## src/rtl/motor_pkg.sv

```systemverilog
// Shared definitions for the multi-channel H-bridge motor driver.
//   - CTRL_* : per-channel control codes as written by the register file
//   - chState_t : bridge state of one channel
//   - encodeState : bridge state -> pin levels {A, B, C}
package motor_pkg;

  localparam logic [1:0] CTRL_COAST = 2'b00;
  localparam logic [1:0] CTRL_FWD   = 2'b01;
  localparam logic [1:0] CTRL_REV   = 2'b10;
  localparam logic [1:0] CTRL_BRAKE = 2'b11;

  typedef enum logic [2:0] {
    COAST = 3'd0,
    BRAKE = 3'd1,
    FWD   = 3'd2,
    REV   = 3'd3,
    DEAD  = 3'd4
  } chState_t;

  // Returns {A, B, C}. BRAKE and DEAD both drive all pins low; they differ
  // only in how the state machine leaves them.
  function automatic logic [2:0] encodeState(input chState_t s);
    case (s)
      COAST:   encodeState = 3'b001;
      FWD:     encodeState = 3'b100;
      REV:     encodeState = 3'b010;
      default: encodeState = 3'b000;
    endcase
  endfunction

endpackage

```

## src/rtl/motor_bridge_ch.sv

```systemverilog
// One channel of the H-bridge driver.
// Holds the wrap-latched duty/control, the PWM compare against the shared
// counter, the bridge state machine with dead-time insertion, and the
// back-EMF settle counter that produces the measure window.
// Ports:
//   Clk, Reset   clock, asynchronous active-high reset
//   cnt          shared PWM counter value
//   latchEn      high in the last cycle of the period; duty/ctrl sampled then
//   duty, ctrl   raw duty and control code from the register file
//   deadTime     dead-time length in cycles (0 = none)
//   measReq      back-EMF measure request (level)
//   motorA/B/C   registered bridge pins
//   measWin      registered back-EMF valid window
module motor_bridge_ch
  import motor_pkg::*;
#(
  parameter int PWMW   = 10,
  parameter int DEADW  = 4,
  parameter int SETTLE = 32
) (
  input  logic             Clk,
  input  logic             Reset,
  input  logic [PWMW-1:0]  cnt,
  input  logic             latchEn,
  input  logic [PWMW-1:0]  duty,
  input  logic [1:0]       ctrl,
  input  logic [DEADW-1:0] deadTime,
  input  logic             measReq,
  output logic             motorA,
  output logic             motorB,
  output logic             motorC,
  output logic             measWin
);

  localparam int SCW = $clog2(SETTLE + 1);

  logic [PWMW-1:0]  dutyL;
  logic [1:0]       ctrlL;
  chState_t         state;
  chState_t         nextState;
  chState_t         target;
  logic [DEADW-1:0] dcnt;
  logic [DEADW-1:0] dcntNext;
  logic [SCW-1:0]   scnt;
  logic [SCW-1:0]   scntNext;
  logic             pwm;

  // Target: a measure request forces coast ahead of anything else; an
  // inactive PWM phase brakes (slow decay) instead of coasting.
  always_comb begin
    pwm = (cnt < dutyL);
    if (measReq || (ctrlL == CTRL_COAST)) begin
      target = COAST;
    end else if ((ctrlL == CTRL_BRAKE) || !pwm) begin
      target = BRAKE;
    end else if (ctrlL == CTRL_FWD) begin
      target = FWD;
    end else begin
      target = REV;
    end
  end

  // Every state change passes through DEAD when dead time is enabled, which
  // keeps FWD and REV from ever being adjacent. DEAD exits to whatever the
  // target is in its final cycle, not the target that started it.
  always_comb begin
    nextState = state;
    dcntNext  = dcnt;
    if (state == DEAD) begin
      if (dcnt == '0) begin
        nextState = target;
      end else begin
        dcntNext = dcnt - DEADW'(1);
      end
    end else if (target != state) begin
      if (deadTime == '0) begin
        nextState = target;
      end else begin
        nextState = DEAD;
        dcntNext  = deadTime - DEADW'(1);
      end
    end
  end

  // Settle counter runs only while actually coasting with a request pending.
  always_comb begin
    if ((state == COAST) && measReq) begin
      scntNext = (scnt == SCW'(SETTLE)) ? scnt : scnt + SCW'(1);
    end else begin
      scntNext = '0;
    end
  end

  always_ff @(posedge Clk or posedge Reset) begin
    if (Reset) begin
      dutyL   <= '0;
      ctrlL   <= CTRL_COAST;
      state   <= COAST;
      dcnt    <= '0;
      scnt    <= '0;
      motorA  <= 1'b0;
      motorB  <= 1'b0;
      motorC  <= 1'b1;
      measWin <= 1'b0;
    end else begin
      if (latchEn) begin
        dutyL <= duty;
        ctrlL <= ctrl;
      end
      state <= nextState;
      dcnt  <= dcntNext;
      scnt  <= scntNext;
      {motorA, motorB, motorC} <= encodeState(nextState);
      // scntNext is zero unless measReq is high, so this also drops the
      // window the cycle after the request goes away.
      measWin <= (scntNext == SCW'(SETTLE));
    end
  end

endmodule

```

## src/rtl/motor_bridge_n.sv

```systemverilog
// NCH-channel H-bridge motor driver.
// A shared free-running period counter produces the PWM timebase and a
// one-cycle PwmSync pulse at each wrap; each channel latches its duty and
// control at the wrap and drives its bridge pins with dead-time insertion
// and a back-EMF measure sequence.
// Ports:
//   Clk, Reset   clock, asynchronous active-high reset
//   Period       PWM period minus one
//   DeadTime     dead-time cycles, 0 disables
//   Duty         per-channel duty, channel i at [i*PWMW +: PWMW]
//   Control      per-channel mode at [2i+1:2i]
//   MeasureReq   per-channel back-EMF measure request
//   MotorA/B/C   forward drive / reverse drive / coast enable
//   MeasureWin   back-EMF valid window
//   PwmSync      one-cycle pulse after the counter wraps
module motor_bridge_n
  import motor_pkg::*;
#(
  parameter int NCH    = 4,
  parameter int PWMW   = 10,
  parameter int DEADW  = 4,
  parameter int SETTLE = 32
) (
  input  logic                Clk,
  input  logic                Reset,
  input  logic [PWMW-1:0]     Period,
  input  logic [DEADW-1:0]    DeadTime,
  input  logic [NCH*PWMW-1:0] Duty,
  input  logic [2*NCH-1:0]    Control,
  input  logic [NCH-1:0]      MeasureReq,
  output logic [NCH-1:0]      MotorA,
  output logic [NCH-1:0]      MotorB,
  output logic [NCH-1:0]      MotorC,
  output logic [NCH-1:0]      MeasureWin,
  output logic                PwmSync
);

  logic [PWMW-1:0] cnt;
  logic            latchEn;

  assign latchEn = (cnt == Period);

  // The >= compare lets a shrunken Period pull an overrun counter straight
  // back to zero instead of running it up to the top of its range.
  always_ff @(posedge Clk or posedge Reset) begin
    if (Reset) begin
      cnt     <= '0;
      PwmSync <= 1'b0;
    end else begin
      PwmSync <= latchEn;
      cnt     <= (cnt >= Period) ? '0 : cnt + PWMW'(1);
    end
  end

  for (genvar i = 0; i < NCH; i++) begin : gCh
    motor_bridge_ch #(
      .PWMW  (PWMW),
      .DEADW (DEADW),
      .SETTLE(SETTLE)
    ) uCh (
      .Clk     (Clk),
      .Reset   (Reset),
      .cnt     (cnt),
      .latchEn (latchEn),
      .duty    (Duty[i*PWMW +: PWMW]),
      .ctrl    (Control[2*i +: 2]),
      .deadTime(DeadTime),
      .measReq (MeasureReq[i]),
      .motorA  (MotorA[i]),
      .motorB  (MotorB[i]),
      .motorC  (MotorC[i]),
      .measWin (MeasureWin[i])
    );
  end

endmodule

```

## config.mk

```make
export PLATFORM = sky130hd
export DESIGN_NAME = motor_bridge_n
export DESIGN_NICKNAME = d
export VERILOG_FILES = /design/src/rtl/motor_pkg.sv /design/src/rtl/motor_bridge_ch.sv /design/src/rtl/motor_bridge_n.sv
export SDC_FILE = /design/constraint.sdc
export NUM_CORES = 1
export LEC_CHECK = 0
export ABC_AREA = 1
export BUFFER_PORTS_ARGS = -buffer_cell sky130_fd_sc_hd__clkbuf_2
export CORE_UTILIZATION = 55
export DETAILED_ROUTE_END_ITERATION = 8
export GPL_ROUTABILITY_DRIVEN = 0
export PLACE_DENSITY_LB_ADDON = 0.12
export SLEW_MARGIN = 20
export SYNTH_ARGS = -nofsm -noshare
export SYNTH_HDL_FRONTEND = slang
export SYNTH_SLANG_ARGS = --single-unit
export TNS_END_PERCENT = 20
```

## constraint.sdc

```tcl
create_clock -name Clk -period 5.2 [get_ports Clk]
set_input_delay 0.52 -clock Clk [delete_from_list [all_inputs] [get_ports Clk]]
set_output_delay 0.52 -clock Clk [all_outputs]
set_load 0.01 [all_outputs]
```

# Yosys cells after proc, flatten, opt, wreduce, memory -nomap -nowiden
# Cells that the tools add are included.
# W data, S select, Z words.
[totals]
ff_bits = 127
inputBits = 68
output_inout_bits = 17
wordCells = 189
[classes]
addsub = 10
n_lt_le_gt_ge = 5
n_eq_ne = 41
n_mux = 54
n_reduce_logical = 41
[op_table]
columns = ["operator", "n"]
rows = [
  ["$mux W3", 24],
  ["$mux W4", 13],
  ["$eq A6 B6 Y1 const B", 8],
  ["$mux W6", 8],
  ["$lt A10 B10 Y1", 4],
  ["$pmux W3 S3", 4],
  ["$add A6 B1 Y6 const B", 4],
  ["$eq A3 B2 Y1 const B", 8],
  ["$logic_not A3 Y1", 8],
  ["$logic_not A4 Y1", 5],
  ["$sub A4 B1 Y4 const B", 5],
  ["$eq A3 B3 Y1 const B", 4],
  ["$ne A3 B3 Y1", 4],
  ["$reduce_and A3 Y1", 4],
  ["$add A10 B1 Y10 const B", 1],
  ["$eq A10 B10 Y1", 1],
  ["$ge A10 B10 Y1", 1],
  ["$mux W10", 1],
  ["$eq A2 B1 Y1 const B", 4],
  ["$eq A2 B2 Y1 const B", 4],
  ["$logic_not A2 Y1", 4],
  ["$logic_or A1 B1 Y1", 8],
  ["$ne A2 B1 Y1 const B", 4],
  ["$ne A2 B2 Y1 const B", 4],
  ["other kinds (4)", 16],
]

# Logic depth before layout (Yosys ltp)
# Gate-level depths: netlist (run 1).
[logic_depth]
ltp_word = 10
depth_mapped = 17
mapped_depth_nobuf = 17

# Hierarchy
# From an unflattened synthesis (run 1), not the netlist that was laid out.
[hier_totals]
cells_unflattened = 937
hier_area_um2 = 7711.1
[by_module_without_submodules]
columns = ["module", "n_inst", "cells_each", "area_per_inst_um2", "seq_area_each_um2"]
rows = [
  ["motor_bridge_ch", 4, 207, 1722.9, 726.9],
  ["motor_bridge_n", 1, 109, 819.5, 275.3],
]

# Least setup slack after synthesis (run 1)
# Ideal clock, no wire load.
[synth_path]
path_type = "reg2reg"
start = "register cnt[5]"
end = "register gCh[0].uCh.dcnt[0]"
setup_ps = 122
arrival_ps = 1785
required_ps = 5078
slack_ps = 3293
path_stages_with_launch = 16
n_path_buf = 0
period_less_slack_ps = 1907
path_cell_list = "dfrtp_1 -> ha_1 -> nand2_2 -> inv_2 -> nand2_1 -> nand2_1 -> nand2_1 -> nand3_1 -> nor2_2 -> nor2_2 -> nor2_4 -> nand2_4 -> nand2_2 -> nand2_4 -> nand2_1 -> o21ai_2"
[synth_via]
elab_chain_cells = 8
[synth_lines]
columns = ["item", "line_no", "text"]
rows = [
  ["start: declaration", "motor_bridge_n.sv:38", "logic [PWMW-1:0] cnt;"],
  ["start signal: assignment", "motor_bridge_n.sv:51", "cnt <= (cnt >= Period) ? '0 : cnt + PWMW'(1);"],
  ["$lt A10 B10 Y1", "motor_bridge_ch.sv:51", "pwm = (cnt < dutyL);"],
  ["$logic_not A1 Y1", "motor_bridge_ch.sv:54", "end else if ((ctrlL == CTRL_BRAKE) || !pwm) begin"],
  ["$logic_or A1 B1 Y1", "motor_bridge_ch.sv:54", ""],
  ["$mux W3", "motor_bridge_ch.sv:54", ""],
  ["$mux W3", "motor_bridge_ch.sv:52", "if (measReq || (ctrlL == CTRL_COAST)) begin"],
  ["$ne A3 B3 Y1", "motor_bridge_ch.sv:75", "end else if (target != state) begin"],
  ["$reduce_bool A2 Y1 (no line)", "n/a", ""],
  ["$reduce_and A3 Y1 (no line)", "n/a", ""],
  ["end signal: assignment", "motor_bridge_ch.sv:111", "dcnt <= dcntNext;"],
  ["end: declaration", "motor_bridge_ch.sv:42", "logic [DEADW-1:0] dcnt;"],
]
# Every way passes these cells.
# A chain may end at the register's enable or synchronous reset.

# Worst setup path after layout (run 1)
[layout_path]
start = "register cnt[5]"
end = "register gCh[0].uCh.dutyL[8]"
[layout_via]
elab_chain_cells = 1
[layout_lines]
columns = ["item", "line_no", "text"]
rows = [
  ["$eq A10 B10 Y1", "motor_bridge_n.sv:41", "assign latchEn = (cnt == Period);"],
  ["end signal: assignment", "motor_bridge_ch.sv:107", "dutyL <= duty;"],
  ["end: declaration", "motor_bridge_ch.sv:37", "logic [PWMW-1:0] dutyL;"],
]
# Every way passes these cells.

==> impl_metrics.yaml, run 1 <==
cts:
  clock_slew_at_the_register_clock_pins_of_the_worst_setup_and_hold_paths_ns: 0.06
  clock-sinks: 127
  cts.hold.buffers_added: 0
  clock_tree.root_cell: "clkbuf_16"
  clkLatencyLatePin_ns: 0.42
  cts_setup_buffers: 0
  tritoncts.num_buffers: 17
  clock_tree_from_tritoncts: "yes"
  ctsLongestPathBuffers: 2
  cts_htree_levels: 4
  cts.repair.resized: 0
critical_path:
  endpoint_kind: "flip-flop"
  worst-r2r-cell-count: 7
  timing.setup.critical_path_class: "reg -> reg"
  cp_slowest_cell: "inv_2"
  series_of_cell_instances_along_the_critical_path: "ha_1 > nand2_1 > nor2_1 > nand4_2 > inv_2 > buf_4 > o21ai_0"
  rrSetupSlack_ns: 2.31
  worst-endpoint-required_ns: 5.49
  timing.critical_path.from_type: "flip-flop"
  path_max_fanout: 60
  cp_slowest_stage_delay_ns: 0.74
  critical_path_arrival_ns: 3.17
  worst_reg2reg_path_startpoint: "cnt[5]$_DFF_PP0_"
  worst_r2r_endpoint: "gCh[0].uCh.dutyL[8]$_DFFE_PP0P_"
die:
  floorplan.io_pins: 85
  core_area_mm2: 0.01324
  dieWidth_um: 118.7
  starting_utilization_of_the_core_area_pct: 56.59
  die_height_um: 118.7
  dieArea_mm2: 0.01410
  std_cell_rows: 42
yosys:
  xor_and_xnor_fraction_of_the_mapped_netlist_area_pct: 2.221
  yosys.cell_count.top_type: "nand2_1"
  post_synth_inst_count: 946
  postSynth.topFlopCell: "dfrtp_1"
  largest_family_of_logic_cells_by_synthesized_area: "simple AND/OR/NAND/NOR gates"
  ys_types: 38
  ys_top_cells_by_area: "dfrtp_1, nand2_1, ha_1"
  synth_simple_gate_area_share_pct: 25.31
  synth_common_cells: "nand2_1, inv_1, dfrtp_1"
  synth.avg_cell_area_um2: 7.921
  netlist_area_mm2: 0.007493
  synth_mux_area_share_pct: 0
  synthDominantCellAreaShare_pct: 41.08
  synth.yosys.seq_area_share_pct: 42.48
  synth-adder-area-share_pct: 10.69
  post_synth_net_total: 1078
  async_flop_share_pct: 100.0
  synth_compound_gate_area_share_pct: 8.933
  synth.ff_latch_count: 127
  dominant_cell_type_by_area_after_synthesis: "dfrtp_1"
  ys.warnings.count: 0
  number_of_synthesized_flops_with_an_enable_pin: 0
timing:
  tightest_slew_ns: 0.8295
  report.final.hold_viol_count: 0
  normalized_max_slew_margin_pct: 44.62
  timing.hold.ws_ns: 0.2167
  setup_viol_count_final: 0
  timing.fmax_ghz: 0.3464
  skew_ns: 0.007094
  setup_tns_ns: 0
  layout_min_cycle_time_ns: 2.887
  fin_crit_sh_pct: 55.52
  slew_viol_final: 0
  setup_repair_after_global_routing_missed_its_margin: "no"
global_routing:
  grt_util_all_layers_pct: 23.67
  grt_start_max_net_pins: 61
  first_pass_grt_wire_length_um: 26060
  global_route.overflow_total: 0
  via_count_of_the_first_global_routing_pass: 5659
  initial_antenna_violation_count: 0
power_and_ir_drop:
  vdd_drop_max_mv: 0.3151
  power.density_cell_area_mw_per_mm2: 503.0
  p_leak_nw: 4.775
layout:
  filler_cell_count: 1189
  fin_nets: 1159
  final-seq-area_mm2: 0.003183
  areaGrowthSynthToFinish_pct: 14.33
  multi_input_comb_area_mm2: 0.003533
  insertedDiodeCount: 0
  drive_above_1_share_pct: 16.57
routing:
  wl_per_cell_um: 12.60
  initialDrtViolationCount: 333
  routed_wirelength_um: 15290
  post-route-drc-count: 0
  detailedRoute.firstPassIterationCount: 4
  ant_nets: 0
  dr_total_vias: 6015
  avgViaCountPerCell: 4.955
job:
  maxCapViolCount: 0
placed_design:
  place.detailed.hpwl_um: 11470
  io_buffers: 84
min_path:
  timing.hold.worst.class: "in -> async"
outcome:
  status: "completed"
-- worst max path at each step --
stage | start | end | slack, ns | cells past startpoint
2_1_floorplan | Reset | PwmSync$_DFF_PP0_ | 1.30 | 1
3_3_place_gp | Period[9] | gCh[0].uCh.ctrlL[0]$_DFFE_PP0P_ | 2.36 | 9
3_5_place_dp | Period[5] | gCh[0].uCh.dutyL[6]$_DFFE_PP0P_ | 2.26 | 9
4_1_cts | cnt[5]$_DFF_PP0_ | gCh[2].uCh.dutyL[2]$_DFFE_PP0P_ | 2.29 | 8
5_1_grt | cnt[5]$_DFF_PP0_ | gCh[2].uCh.dutyL[7]$_DFFE_PP0P_ | 2.01 | 8
6_report | cnt[5]$_DFF_PP0_ | gCh[0].uCh.dutyL[8]$_DFFE_PP0P_ | 2.31 | 7
-- cell families (layout without fill, tap and decap cells) --
logic type                 after synthesis  after routing
adders and majority gates               64             64
AOI/OAI and AO/OA                      122            122
buffers and inverters                  188            280
DFF                                    127            127
xor gates and xnor gates                19             19
and+or+nand+nor                        426            426
-- metal layers --
layer  GRT usage (%)  share of wire (%)  up-vias
li1                -                  -     3151
met3           5.019                3.9       23
met2           37.32                 46      109
met4           8.861                1.8        0
met1           32.06                 48     2732
met5               0                  0        -
-- power by group --
part | switching (mW) | internal [mW] | total (mW) | leakage (nW)
Clock | 0.409 | 0.746 | 1.15 | 0.288
Sequential | 0.205 | 1.28 | 1.49 | 1.50
Combinational | 1.06 | 0.608 | 1.67 | 2.99
Total | 1.67 | 2.64 | 4.31 | 4.77
-- state kept, by name, indices dropped and copies added (netlist names) --
name,flops
gCh.uCh.motorA,4
gCh.uCh.dcnt,16
gCh.uCh.dutyL,40
gCh.uCh.ctrlL,8
cnt,10
gCh.uCh.scnt,24
gCh.uCh.state,12
PwmSync,1
gCh.uCh.motorB,4
gCh.uCh.measWin,4
gCh.uCh.motorC,4
-- metrics by stage --
| step | worst slack [ns] | total power [mW] | std cells | cell area (um2) | util [%] |
|---|---|---|---|---|---|
| 6_report | 2.313 | 4.309 | 1214 | 8567 | 64.69 |
| 5_1_grt | 2.007 | 4.680 | 1214 | 8567 | 64.69 |
| 4_1_cts | 2.286 | 4.340 | 1214 | 8567 | 64.69 |
| 3_5_place_dp | 2.265 | 3.159 | 1184 | 7994 | 60.36 |
| 3_3_place_gp | 2.362 | 3.121 | 1184 | 7994 | 60.36 |
| 2_1_floorplan | 1.302 | 2.792 | 946 | 7493 | - |
-- critical path, delay by kind of cell, from the launching register on --
| kind | cells | cell delay (ns) |
|---|---|---|
| buf+inv | 2 | 1.15 |
| simple gates | 3 | 0.58 |
| flops | 1 | 0.53 |
| fa+ha+maj | 1 | 0.37 |
| compound gates | 1 | 0.12 |
-- area by class of cell --
class / count / share of cell area, %
Multi-Input combinational cell: 631 / 41.24
Sequential cell: 127 / 37.15
Inverter: 163 / 7.171
Clock buffer: 23 / 5.696
Timing Repair Buffer: 87 / 5.170
Tap cell: 176 / 2.570
Clock inverter: 7 / 0.9931
-- layout by cell type, fill, tap and decap left out, drive strengths merged, types with 4 or more instances in the layout --
| cell | count |
|---|---|
| inv | 163 |
| nor3b | 5 |
| clkinv | 5 |
| dfstp | 4 |
| a21oi | 33 |
| dfrtp | 123 |
| nor3 | 11 |
| xor2 | 15 |
| nand4 | 15 |
| nand2 | 252 |
| clkbuf | 107 |
| nand3 | 50 |
| o21ai | 81 |
| xnor2 | 4 |
| ha | 64 |
| nor2 | 78 |
| nand3b | 5 |
Note: power is estimated with default switching activity, not from simulation.
==> run 2: changes to the inputs <==
- ABC_AREA: 1 -> 0
- CORE_UTILIZATION: 55 -> 54
- clock period: 5.2 -> 2.6 ns (I/O delays scaled with it)
==> run 2 against run 1 <==
Effect of this change:
- the flow now finishes with violations (negative setup slack)
- count of clock-buffer cells in the layout decreased by 2
- non-clock buffer count increased by 54
- wire length increased by 20%
- largest power group unchanged
- highest routed layer unchanged
==> impl_metrics.yaml, run 2 <==
outcome:
  status: "finished, violations left"
  failed_checks: "negative setup slack"
timing:
  setup_viol_count_final: 1
  final_critical_path_setup_slack_ns: -0.01199
  layout_min_cycle_time_ns: 2.612
  tightest_slew_ns: 0.7578
  timing.fmax_ghz: 0.3829
  setup_tns_ns: -0.01199
  slew_viol_final: 0
  setup_repair_after_global_routing_missed_its_margin: "yes"
  skew_ns: 0.007260
  normalized_max_slew_margin_pct: 49.37
  fin_crit_sh_pct: 100.5
  report.final.hold_viol_count: 0
cts:
  cts_htree_levels: 4
  clock-sinks: 127
  clock_slew_at_the_register_clock_pins_of_the_worst_setup_and_hold_paths_ns: 0.06
  ctsLongestPathBuffers: 2
  clock_tree.root_cell: "clkbuf_16"
  clock_tree_from_tritoncts: "yes"
  clkLatencyLatePin_ns: 0.42
  tritoncts.num_buffers: 17
die:
  std_cell_rows: 43
  core_area_mm2: 0.01383
  floorplan.io_pins: 85
  dieArea_mm2: 0.01460
  starting_utilization_of_the_core_area_pct: 55.15
  die_height_um: 120.8
  dieWidth_um: 120.8
yosys:
  netlist_area_mm2: 0.007626
  ys_top_cells_by_area: "dfrtp_1, ha_1, inv_1"
  synth.yosys.seq_area_share_pct: 41.74
  dominant_cell_type_by_area_after_synthesis: "dfrtp_1"
  post_synth_inst_count: 830
  synth.avg_cell_area_um2: 9.188
  number_of_synthesized_flops_with_an_enable_pin: 0
  yosys.cell_count.top_type: "dfrtp_1"
  post_synth_net_total: 962
  async_flop_share_pct: 100.0
  ys_types: 78
  postSynth.topFlopCell: "dfrtp_1"
  synth_common_cells: "dfrtp_1, inv_1, nand2_1, nor2_1, ha_1"
  synthDominantCellAreaShare_pct: 40.36
  ys.warnings.count: 0
  synth.ff_latch_count: 127
layout:
  highest_count_cells_in_the_layout_ignoring_fill_and_taps: "dfrtp_1, clkbuf_2, nand2_1"
  drive_above_1_share_pct: 26.76
  fin_nets: 1087
  reg.largest.list: "gCh.uCh.dutyL (40), gCh.uCh.scnt (24), gCh.uCh.dcnt (16)"
  largest-register: "gCh.uCh.dutyL"
  multi_input_comb_area_mm2: 0.004284
  post-route-util_pct: 69.06
  filler_cell_count: 1032
  final-seq-area_mm2: 0.003189
  areaGrowthSynthToFinish_pct: 25.22
  final_common_cell: "dfrtp_1"
  final_design_area_no_fill_mm2: 0.009549
  flip_flop_count_of_the_largest_register_after_layout: 40
  insertedDiodeCount: 0
routing:
  detailedRoute.firstPassIterationCount: 5
  wl_per_cell_um: 16.00
  post-route-drc-count: 0
  avgViaCountPerCell: 5.618
  initialDrtViolationCount: 375
  routed_wirelength_um: 18370
  ant_nets: 0
  dr_total_vias: 6449
power_and_ir_drop:
  report.power.total_mw: 9.234
  power_switching_mw: 3.404
  p_leak_nw: 4.609
  power.share.sequential_pct: 32.2
  cellInternalPower_mw: 5.830
  sw_frac_of_total_pct: 36.86
  share_comb_of_total_power_pct: 40.5
  power.clock.fraction_pct: 27.3
  vdd_drop_max_mv: 0.5393
  power.density_cell_area_mw_per_mm2: 967.0
placed_design:
  pre_cts_ws_ns: -0.2191
  io_buffers: 84
  place.detailed.hpwl_um: 13360
  placed_cell_area_mm2: 0.008434
global_routing:
  first_pass_grt_wire_length_um: 29850
  grt_start_max_net_pins: 50
  initial_antenna_violation_count: 0
  via_count_of_the_first_global_routing_pass: 6516
  grt_util_all_layers_pct: 26.28
  global_route.overflow_total: 0
critical_path:
  critical_path_arrival_ns: 2.92
  timing.setup.critical_path_class: "reg -> reg"
  path_max_fanout: 5
  worst-endpoint-required_ns: 2.91
  endpoint_kind: "flip-flop"
  worst-r2r-cell-count: 11
  timing.critical_path.from_type: "flip-flop"
job:
  maxCapViolCount: 0
min_path:
  timing.hold.worst.class: "in -> reg"
  holdPathStages: 3
-- run 2: cells by family after synthesis --
group / count (synthesis) / synth area share, %
compound gates: 178 / 15.80
xor+xnor: 35 / 4.020
fa+ha+maj: 64 / 10.50
buf+inv: 119 / 6.940
flops: 127 / 41.74
mux: 20 / 2.806
simple gates: 287 / 18.20
-- run 2: worst paths after layout --
check / startpoint / slack (ns) / endpoint
worst max-delay path: cnt[7]$_DFF_PP0_ / -0.01 / gCh[2].uCh.dcnt[0]$_DFFE_PP0P_
worst min-delay path: Duty[27] / 0.05 / gCh[2].uCh.dutyL[7]$_DFFE_PP0P_
worst min register to register: gCh[2].uCh.dutyL[0]$_DFFE_PP0P_ / 0.52 / gCh[2].uCh.dutyL[0]$_DFFE_PP0P_
worst max register to register: cnt[7]$_DFF_PP0_ / -0.01 / gCh[2].uCh.dcnt[0]$_DFFE_PP0P_
max in group asynchronous: Reset / 1.34 / gCh[2].uCh.motorC$_DFF_PP1_
min in group asynchronous: Reset / 0.52 / gCh[1].uCh.motorA$_DFF_PP0_
-- run 2: through the flow --
step | std cells | hold slack [ns]
global placement | 1103 | 0.4182
CTS | 1141 | 0.03012
finish | 1148 | 0.04522
floorplan | 830 | 0.3768
global route | 1148 | 0.04611
detailed placement | 1103 | 0.4296
-- run 2: worst max-delay path, stage by stage, from the launching register on --
cell and delay (ns):
dfrtp_2 0.46, buf_6 0.15, buf_4 0.13, ha_4 0.26
a21o_1 0.15, a31oi_4 0.10, a2bb2oi_2 0.18, o31a_4 0.15
nor2_4 0.13, nor4_1 0.07, or4_1 0.56, o2bb2ai_1 0.15
-- run 2: cell type report --
type | count | area share (%)
multi-input combinational | 584 | 44.86
sequential | 127 | 33.40
timing repair buffer | 141 | 9.421
clock buffer | 21 | 4.927
inverter | 84 | 3.341
tap | 180 | 2.358
clock inverter | 11 | 1.690
-- run 2: timing repair --
item                                    4_1_cts  5_1_grt
endpoints found under the hold margin        31        0
gates resized for setup                      19       58
hold buffers                                  1        0
endpoints found under the setup margin       27       35
pin swaps                                    11       34
setup buffers                                 5        7
-- run 2: layer usage --
layer	vias to the layer above	part of all wire [%]	wire [um]	track usage [%]
met3	31	4.2	763	5.755
met4	0	2.4	448	11.50
met1	3134	42	7800	30.72
li1	3124	-	-	-
met5	-	0	0	0
met2	160	51	9354	46.07
-- run 2: power groups by stage --
| stage | combinational [mW] | clock, mW | sequential, mW |
|---|---|---|---|
| after floorplan | 2.47 | 0 | 2.82 |
| final | 3.74 | 2.52 | 2.97 |
| after global placement | 3.10 | 0 | 2.94 |
| after global routing | 4.16 | 2.64 | 3.04 |
| after CTS | 3.36 | 2.57 | 2.94 |
| after detailed placement | 3.23 | 0 | 2.97 |
